==> src/rtl/bcd_display_scan.sv <==
// Time-multiplexed seven-segment scanner fed from a packed BCD holding register.
// Optional leading-zero blanking is enabled by defining BCD_SCAN_LZB_EN.
module bcd_display_scan #(
  parameter int NUMBCDS    = 4,
  parameter int CLK_DIV    = 50000,
  parameter bit ACTIVE_LOW = 1'b1
) (
  input  logic                   clk,
  input  logic                   reset,
  input  logic                   load,
  input  logic [4*NUMBCDS-1:0]   bcd,
  input  logic                   ovf,
  output logic [6:0]             seg,
  output logic [NUMBCDS-1:0]     an,
  output logic                   frame_done
);

  localparam int PW = (CLK_DIV > 1) ? $clog2(CLK_DIV) : 1;
  localparam int NW = (NUMBCDS > 1) ? $clog2(NUMBCDS) : 1;
  localparam logic [PW-1:0]      PRESC_LAST = PW'(CLK_DIV - 1);
  localparam logic [NW-1:0]      NXT_LAST   = NW'(NUMBCDS - 1);
  localparam logic [6:0]         SEG_OFF    = ACTIVE_LOW ? 7'h7F : 7'h00;
  localparam logic [NUMBCDS-1:0] AN_OFF     = ACTIVE_LOW ? {NUMBCDS{1'b1}} : {NUMBCDS{1'b0}};

  // Active-high segment pattern; non-decimal nibbles render as a dash.
  function automatic logic [6:0] seg_decode(input logic [3:0] dig);
    logic [6:0] pat;
    case (dig)
      4'd0:    pat = 7'h3F;
      4'd1:    pat = 7'h06;
      4'd2:    pat = 7'h5B;
      4'd3:    pat = 7'h4F;
      4'd4:    pat = 7'h66;
      4'd5:    pat = 7'h6D;
      4'd6:    pat = 7'h7D;
      4'd7:    pat = 7'h07;
      4'd8:    pat = 7'h7F;
      4'd9:    pat = 7'h6F;
      default: pat = 7'h40;
    endcase
    return pat;
  endfunction

  logic [4*NUMBCDS-1:0] bcd_q, bcd_d;
  logic                 ovf_q, ovf_d;
  logic [PW-1:0]        presc_q, presc_d;
  logic [NW-1:0]        nxt_q, nxt_d;
  logic [6:0]           seg_q, seg_d;
  logic [NUMBCDS-1:0]   an_q, an_d;
  logic                 frame_done_q, frame_done_d;

  logic                 tick_s;
  logic [3:0]           dig_s;
  logic                 blank_s;
  logic [6:0]           pat_s;
  logic [NUMBCDS-1:0]   an_on_s;

  // Next-state for holding register, prescaler and scan outputs.
  always_comb begin
    tick_s  = (presc_q == PRESC_LAST);
    dig_s   = 4'h0;
    an_on_s = {NUMBCDS{1'b0}};

    if (load) begin
      bcd_d = bcd;
      ovf_d = ovf;
    end else begin
      bcd_d = bcd_q;
      ovf_d = ovf_q;
    end

    presc_d = tick_s ? {PW{1'b0}} : presc_q + PW'(1);

    for (int i = 0; i < NUMBCDS; i++) begin
      dig_s      = (nxt_q == NW'(i)) ? bcd_q[4*i +: 4] : dig_s;
      an_on_s[i] = (nxt_q == NW'(i));
    end

`ifdef BCD_SCAN_LZB_EN
    // A digit is blank when it and every more significant digit are zero.
    blank_s = (nxt_q != {NW{1'b0}});
    for (int i = 0; i < NUMBCDS; i++) begin
      blank_s = ((NW'(i) >= nxt_q) && (bcd_q[4*i +: 4] != 4'h0)) ? 1'b0 : blank_s;
    end
`else
    blank_s = 1'b0;
`endif

    if (ovf_q) begin
      pat_s = 7'h40;
    end else if (blank_s) begin
      pat_s = 7'h00;
    end else begin
      pat_s = seg_decode(dig_s);
    end

    if (tick_s) begin
      seg_d        = pat_s ^ SEG_OFF;
      an_d         = an_on_s ^ AN_OFF;
      nxt_d        = (nxt_q == NXT_LAST) ? {NW{1'b0}} : nxt_q + NW'(1);
      frame_done_d = (nxt_q == NXT_LAST);
    end else begin
      seg_d        = seg_q;
      an_d         = an_q;
      nxt_d        = nxt_q;
      frame_done_d = 1'b0;
    end
  end

  // State registers; reset drives the pins to their inactive level.
  always_ff @(posedge clk or posedge reset) begin
    if (reset) begin
      bcd_q        <= {(4*NUMBCDS){1'b0}};
      ovf_q        <= 1'b0;
      presc_q      <= {PW{1'b0}};
      nxt_q        <= {NW{1'b0}};
      seg_q        <= SEG_OFF;
      an_q         <= AN_OFF;
      frame_done_q <= 1'b0;
    end else begin
      bcd_q        <= bcd_d;
      ovf_q        <= ovf_d;
      presc_q      <= presc_d;
      nxt_q        <= nxt_d;
      seg_q        <= seg_d;
      an_q         <= an_d;
      frame_done_q <= frame_done_d;
    end
  end

  assign seg        = seg_q;
  assign an         = an_q;
  assign frame_done = frame_done_q;

endmodule

==> config.mk <==
export PLATFORM = sky130hd
export DESIGN_NAME = bcd_display_scan
export DESIGN_NICKNAME = d
export VERILOG_FILES = /design/src/rtl/bcd_display_scan.sv
export SDC_FILE = /design/constraint.sdc
export NUM_CORES = 1
export LEC_CHECK = 0
export ABC_AREA = 1
export ABC_CLOCK_PERIOD_IN_PS = 1950
export BUFFER_PORTS_ARGS = -buffer_cell sky130_fd_sc_hd__buf_2
export CORE_UTILIZATION = 52
export DETAILED_ROUTE_END_ITERATION = 6
export PLACE_DENSITY = 0.87
export SLEW_MARGIN = 0
export SYNTH_ARGS = -nofsm -noshare
export SYNTH_HDL_FRONTEND = slang
export SYNTH_SLANG_ARGS = --single-unit
==> constraint.sdc <==
create_clock -name clk -period 1.95 [get_ports clk]
set_input_delay 0.39 -clock clk [delete_from_list [all_inputs] [get_ports clk]]
set_output_delay 0.39 -clock clk [all_outputs]
set_load 0.05 [all_outputs]
# After elaboration in Yosys (flattened, before gate mapping)
# Memory sizes are Yosys's and may differ from the RTL's.
# Cells that the tools add are included.
dict set report word_totals {
  regBits 47
  latchBits 0
  ramBits 0
  rom_bits 112
  inputBits 20
  elab_cells 25
  n_memories 1
}
dict set report op_classes {
  n_addsub 2
  n_mul 0
  n_div 0
  magnitude_cmp 0
  eq_ne 4
  n_shift 0
  mux 8
  bitwise 2
  n_reduce_logical 1
}
# memory words width rd rd_ports_with_merged_regs wr line
set mem_list {}
lappend mem_list {{(no name shown)} 16 7 1 0 0 28} ;# case (dig)
# op count
set ops {}
lappend ops {{$add 16x1->16 const B} 1}
lappend ops {{$eq 16x16->1 const B} 1}
lappend ops {{$mux 16} 1}
lappend ops {{$mux 4} 4}
lappend ops {{$mux 7} 1}
lappend ops {{$not 7->7} 1}
lappend ops {{$eq 2x2->1 const B} 2}
lappend ops {{$not 4->4} 1}
lappend ops {{$add 2x1->2 const B} 1}
lappend ops {{$eq 2x1->1 const B} 1}
lappend ops {{$logic_not 2->1} 1}
lappend ops {{$mux 2} 1}
lappend ops {{$mux 1} 1}

# Depth between registers and ports, before layout
# An unclocked memory read counts as a cell.
dict set report logic_depth {
  word_depth 8
  ltp_mapped 16
  depth_no_buf 16
}

# Worst setup path before layout
# Ideal clock, no wire load.
dict set report synth_timing {
  path_kind {reg2reg}
  startpoint {register nxt_q[0]}
  endpoint {register seg_q[1], in the netlist seg[1]}
  arrival_ps 1883
  slack_ps 9
  stages_incl_launch_ff 13
  n_path_buf 1
  path_cell_list {dfrtp_1 inv_1 ha_1 buf_2 a21oi_1 nand2_1 a21oi_2 inv_1 ha_1 nand3b_1 nand3_1 nand2_1 inv_1}
}
dict set report synth_between {
  elab_chain_len 8
}
# item line
set synth_lines {}
lappend synth_lines {{start: declaration} 47} ;# logic [NW-1:0] nxt_q, nxt_d;
lappend synth_lines {{start signal: assignment} 116} ;# nxt_q <= {NW{1'b0}};
lappend synth_lines {{start signal: assignment} 124} ;# nxt_q <= nxt_d;
lappend synth_lines {{$logic_not 2->1} 75} ;# dig_s = (nxt_q == NW'(i)) ? bcd_q[4*i +: 4] : dig_s;
lappend synth_lines {{$mux 4 (3 in series)} 75}
lappend synth_lines {{$mux 4 *} 75}
lappend synth_lines {{$mem_v2 16x7 *} --}
lappend synth_lines {{$mux 7 *} 89} ;# if (ovf_q) begin
lappend synth_lines {{$not 7->7 (no source line) *} --}
lappend synth_lines {{end signal: assignment} 125} ;# seg_q <= seg_d;
lappend synth_lines {{end: declaration} 48} ;# logic [6:0] seg_q, seg_d;
# Mark *: on every way between the ends. The rest lies on a longest branch, timed or not.
# A chain may end at the register's enable or synchronous reset.

# Worst setup path after layout
dict set report layout_timing {
  startpoint {register nxt_q[0]}
  endpoint {register seg_q[0], in the netlist seg[0]}
}
# Same word-level chain as after synthesis.

==> metrics.txt <==
# TYPE chip_impl_metric gauge
chip_impl_metric{name="multi_input_comb_area",unit="mm^2"} 0.001210
chip_impl_metric{name="timing_max_transition_violations_final",unit=""} 0
chip_impl_info{name="critical-path-top-delay-family",value="flip-flops"} 1
chip_impl_metric{name="grt_start_max_net_pins",unit=""} 48
chip_impl_metric{name="worst_slack",unit="ps"} -6.265
chip_impl_metric{name="hold_buffers",unit=""} 0
chip_impl_info{name="yosys-top-cells-area",value="dfrtp_1 (36%), dfstp_2 (11%), nand2_1 (8.5%)"} 1
chip_impl_info{name="violated_checks",value="setup timing"} 1
chip_impl_metric{name="postSynthCellCount",unit=""} 288
chip_impl_info{name="startpoint_type",value="flip-flop"} 1
chip_impl_metric{name="max-slew-margin-rel",unit="%"} 71.83
chip_impl_metric{name="drt_wl_total",unit="mm"} 5.396
chip_impl_metric{name="synth-async-reset-ratio",unit="%"} 100.0
chip_impl_metric{name="yosysWarningCount",unit=""} 0
chip_impl_info{name="crit_top_cell",value="nor2_1"} 1
chip_impl_metric{name="clock_sink_count",unit=""} 47
chip_impl_metric{name="layout.filler_cells",unit=""} 377
chip_impl_metric{name="worst-path-buf-inv",unit=""} 3
chip_impl_info{name="critPathKind",value="flip-flop to flip-flop"} 1
chip_impl_metric{name="p_leak",unit="nW"} 1.461
chip_impl_metric{name="cts-root-to-sink-buffers",unit=""} 2
chip_impl_metric{name="core-area",unit="mm^2"} 0.004692
chip_impl_metric{name="cp.required",unit="ps"} 2190
chip_impl_metric{name="worst_skew_pair.late_latency",unit="ps"} 300
chip_impl_metric{name="count_of_antenna_diodes_in_the_layout",unit=""} 0
chip_impl_metric{name="ant_nets",unit=""} 0
chip_impl_info{name="outcome",value="finished with violations"} 1
chip_impl_metric{name="timing.final.setup_violations",unit=""} 1
chip_impl_metric{name="io_pins",unit=""} 32
chip_impl_metric{name="clkSlewWorstSetupHoldPaths",unit="ps"} 80
chip_impl_metric{name="irDropWorstVdd",unit="mV"} 0.4235
chip_impl_metric{name="floorplan_die_area",unit="mm^2"} 0.005148
chip_impl_metric{name="final_core_util",unit="%"} 63.20
chip_impl_metric{name="avgSynthCellArea",unit="um^2"} 8.784
chip_impl_metric{name="synth_fp_nets",unit=""} 318
chip_impl_metric{name="tritoncts.num_buffers",unit=""} 5
chip_impl_info{name="synthFlopType",value="dfrtp_1"} 1
chip_impl_info{name="layout.cells.most_common_list",value="nand2_1 (55), dfrtp_1 (35), buf_2 (31)"} 1
chip_impl_metric{name="final_min_period_over_clock_period",unit="%"} 100.3
chip_impl_info{name="setup.worst_path.end_class",value="flip-flop"} 1
chip_impl_metric{name="final_period_minus_worst_setup_slack",unit="ps"} 1956
chip_impl_metric{name="globalRoute.totalOverflow",unit=""} 0
chip_impl_metric{name="finalNetCount",unit=""} 360
chip_impl_metric{name="drtPass1Iterations",unit=""} 5
chip_impl_metric{name="portion_of_synthesized_cell_area_occupied_by_the_leading_cell_type",unit="%"} 35.61
chip_impl_metric{name="post_layout_nonfiller_instances",unit=""} 385
chip_impl_info{name="tritoncts",value="yes"} 1
chip_impl_metric{name="cp.arrival",unit="ps"} 2200
chip_impl_metric{name="die_height",unit="um"} 71.75
chip_impl_metric{name="mappedNetlistArea",unit="mm^2"} 0.002530
chip_impl_metric{name="synthDistinctLibCells",unit=""} 34
chip_impl_metric{name="post_drt_via_cell_ratio",unit=""} 5.325
chip_impl_metric{name="antenna_violations_before_repair",unit=""} 0
chip_impl_metric{name="vias",unit=""} 2050
chip_impl_metric{name="place_worst_setup_slack",unit="ps"} -20.78
chip_impl_info{name="rsz_0062_raised_after_global_routing",value="yes"} 1
chip_impl_metric{name="syn_to_final_growth",unit="%"} 17.21
chip_impl_metric{name="cts_htree_levels",unit=""} 2
chip_impl_info{name="timing.critical_path.slowest_stage_cell",value="dfrtp_1"} 1
chip_impl_metric{name="drtIter0Drc",unit=""} 168
chip_impl_info{name="timing.critical_path.cells",value="inv_2 > ha_4 > a21oi_2 > nand2_1 > a21oi_2 > buf_4 > ha_2 > inv_1 > nand3_2 > nand2_1 > nor2_1 > nor2_1 > nor2_1"} 1
chip_impl_info{name="worst_hold_path_type",value="primary input to asynchronous set/reset pin"} 1
chip_impl_metric{name="timing.final.hold_violations",unit=""} 0
chip_impl_metric{name="cp_max_fo",unit=""} 8
chip_impl_metric{name="total_drc_errors_in_the_routed_layout",unit=""} 0
chip_impl_metric{name="detail_route.wl_per_cell",unit="um"} 14.02
chip_impl_info{name="clockRootBuffer",value="clkbuf_8"} 1
chip_impl_metric{name="drv.max_cap_violation_count",unit=""} 0
chip_impl_metric{name="ys_seq_elements",unit=""} 47
chip_impl_metric{name="power.density",unit="mW/mm^2"} 613.9
chip_impl_metric{name="routabilityCongestion",unit=""} 0.8928
chip_impl_info{name="mostFrequentLayoutCell",value="nand2_1"} 1
chip_impl_metric{name="first_global_vias",unit=""} 1875
chip_impl_metric{name="placementRows",unit=""} 25
chip_impl_metric{name="start_util",unit="%"} 53.92
chip_impl_metric{name="regArea",unit="mm^2"} 0.001191
chip_impl_metric{name="worst_clock_skew",unit="ps"} 5.641
chip_impl_metric{name="grt_use_total",unit="%"} 21.36
chip_impl_metric{name="synth_seq_area_share",unit="%"} 47.03
chip_impl_metric{name="synth_enable_flop_cells",unit=""} 0
chip_impl_metric{name="least_margin_pin_slew",unit="ps"} 422.5
chip_impl_metric{name="die_width",unit="um"} 71.75
chip_impl_metric{name="cp_slowest_stage_delay",unit="ps"} 460
chip_impl_metric{name="placed_wire_length_estimate",unit="mm"} 3.681
chip_impl_metric{name="placedCellCount",unit=""} 373
chip_impl_info{name="synthDominantAreaCellType",value="dfrtp_1"} 1
chip_impl_metric{name="portBuffers",unit=""} 31
chip_impl_metric{name="fmaxAchievable",unit="GHz"} 0.5112
chip_impl_metric{name="grt_pass1_wl",unit="mm"} 8.431
chip_impl_metric{name="post_route_cells_drive_above_1_share",unit="%"} 34.44
[worst min-delay path, delay by kind of cell]
family | cells | cell delay, ps
buf+inv | 3 | 400
[Yosys cell counts, types with 2 or more instances]
master / count
a21oi_1: 15
a21oi_2: 2
buf_2: 4
buf_6: 2
dfrtp_1: 36
dfstp_2: 11
ha_1: 10
inv_1: 36
inv_2: 4
mux2_2: 12
nand2_1: 57
nand2_2: 7
nand3_1: 17
nand3_2: 3
nand3b_1: 3
nand4_1: 5
nor2_1: 23
nor2_2: 2
nor2_4: 2
nor3_1: 5
nor4_1: 3
o21a_1: 2
o21ai_0: 12
xnor2_1: 2
xor2_1: 4
[power by group]
group / total [mW] / switching (mW) / internal, mW
logic: 0.195 / 0.110 / 0.0845
clock network: 0.595 / 0.309 / 0.286
registers: 1.03 / 0.0212 / 1.01
total: 1.82 / 0.441 / 1.38
[layer usage]
layer / vias to the layer above / share of wire (%) / global-route usage (%)
li1: 1009 / - / -
met2: 59 / 53 / 36.48
met5: - / 0 / 0
met3: 11 / 4.3 / 4.641
met1: 971 / 41 / 26.44
met4: 0 / 2.0 / 8.497
[cells by family (layout without fill, tap and decap cells)]
kind of cell	after synthesis	in the layout	synth area share [%]
simple gates	132	132	25.37
flops	47	47	47.03
buf+inv	47	90	7.764
compound gates	34	34	7.468
mux	12	12	5.341
fa+ha+maj	10	10	4.946
xor+xnor	6	6	2.077
[repair_timing]
item                       4_1_cts  5_1_grt
gates cloned                     0        0
setup buffers                    0        4
gates resized for setup          2       21
pin swaps                        0       11
setup endpoints to repair        4        6
[stage by stage]
step | setup TNS, ps | hold slack, ps | area (um^2) | total power [mW]
finish | -6.265 | 112.9 | 2965 | 1.821
global route | -540.1 | 130.9 | 2965 | 1.904
CTS | 0 | 123.7 | 2868 | 1.817
detailed placement | -34.25 | 441.5 | 2771 | 1.226
global placement | 0 | 441.0 | 2771 | 1.216
floorplan | 0 | 448.6 | 2530 | 1.164
[worst paths after layout]
path                       slack (ps)  startpoint  cells after the start          end
max in group asynchronous        1570       reset                      3       seg[2]
min                               110       reset                      3  presc_q[13]
max reg2reg                        -6    nxt_q[0]                     13       seg[0]
min reg2reg                       470      seg[6]                      2       seg[6]
max                                -6    nxt_q[0]                     13       seg[0]
min in group clk                  300         ovf                      3        ovf_q
[registers in the layout, indices dropped and copies added (netlist names)]
signal,cells
an,4
bcd_q,16
frame_done,1
nxt_q,2
ovf_q,1
presc_q,16
seg,7
[cell type report]
type	instances	area share, %
Clock buffer	7	2.911
Clock inverter	1	0.1688
Inverter	40	5.232
Multi-Input combinational cell	194	40.80
Sequential cell	47	40.17
Tap cell	54	2.278
Timing Repair Buffer	42	8.439
Note: power is estimated with default switching activity, not from simulation.
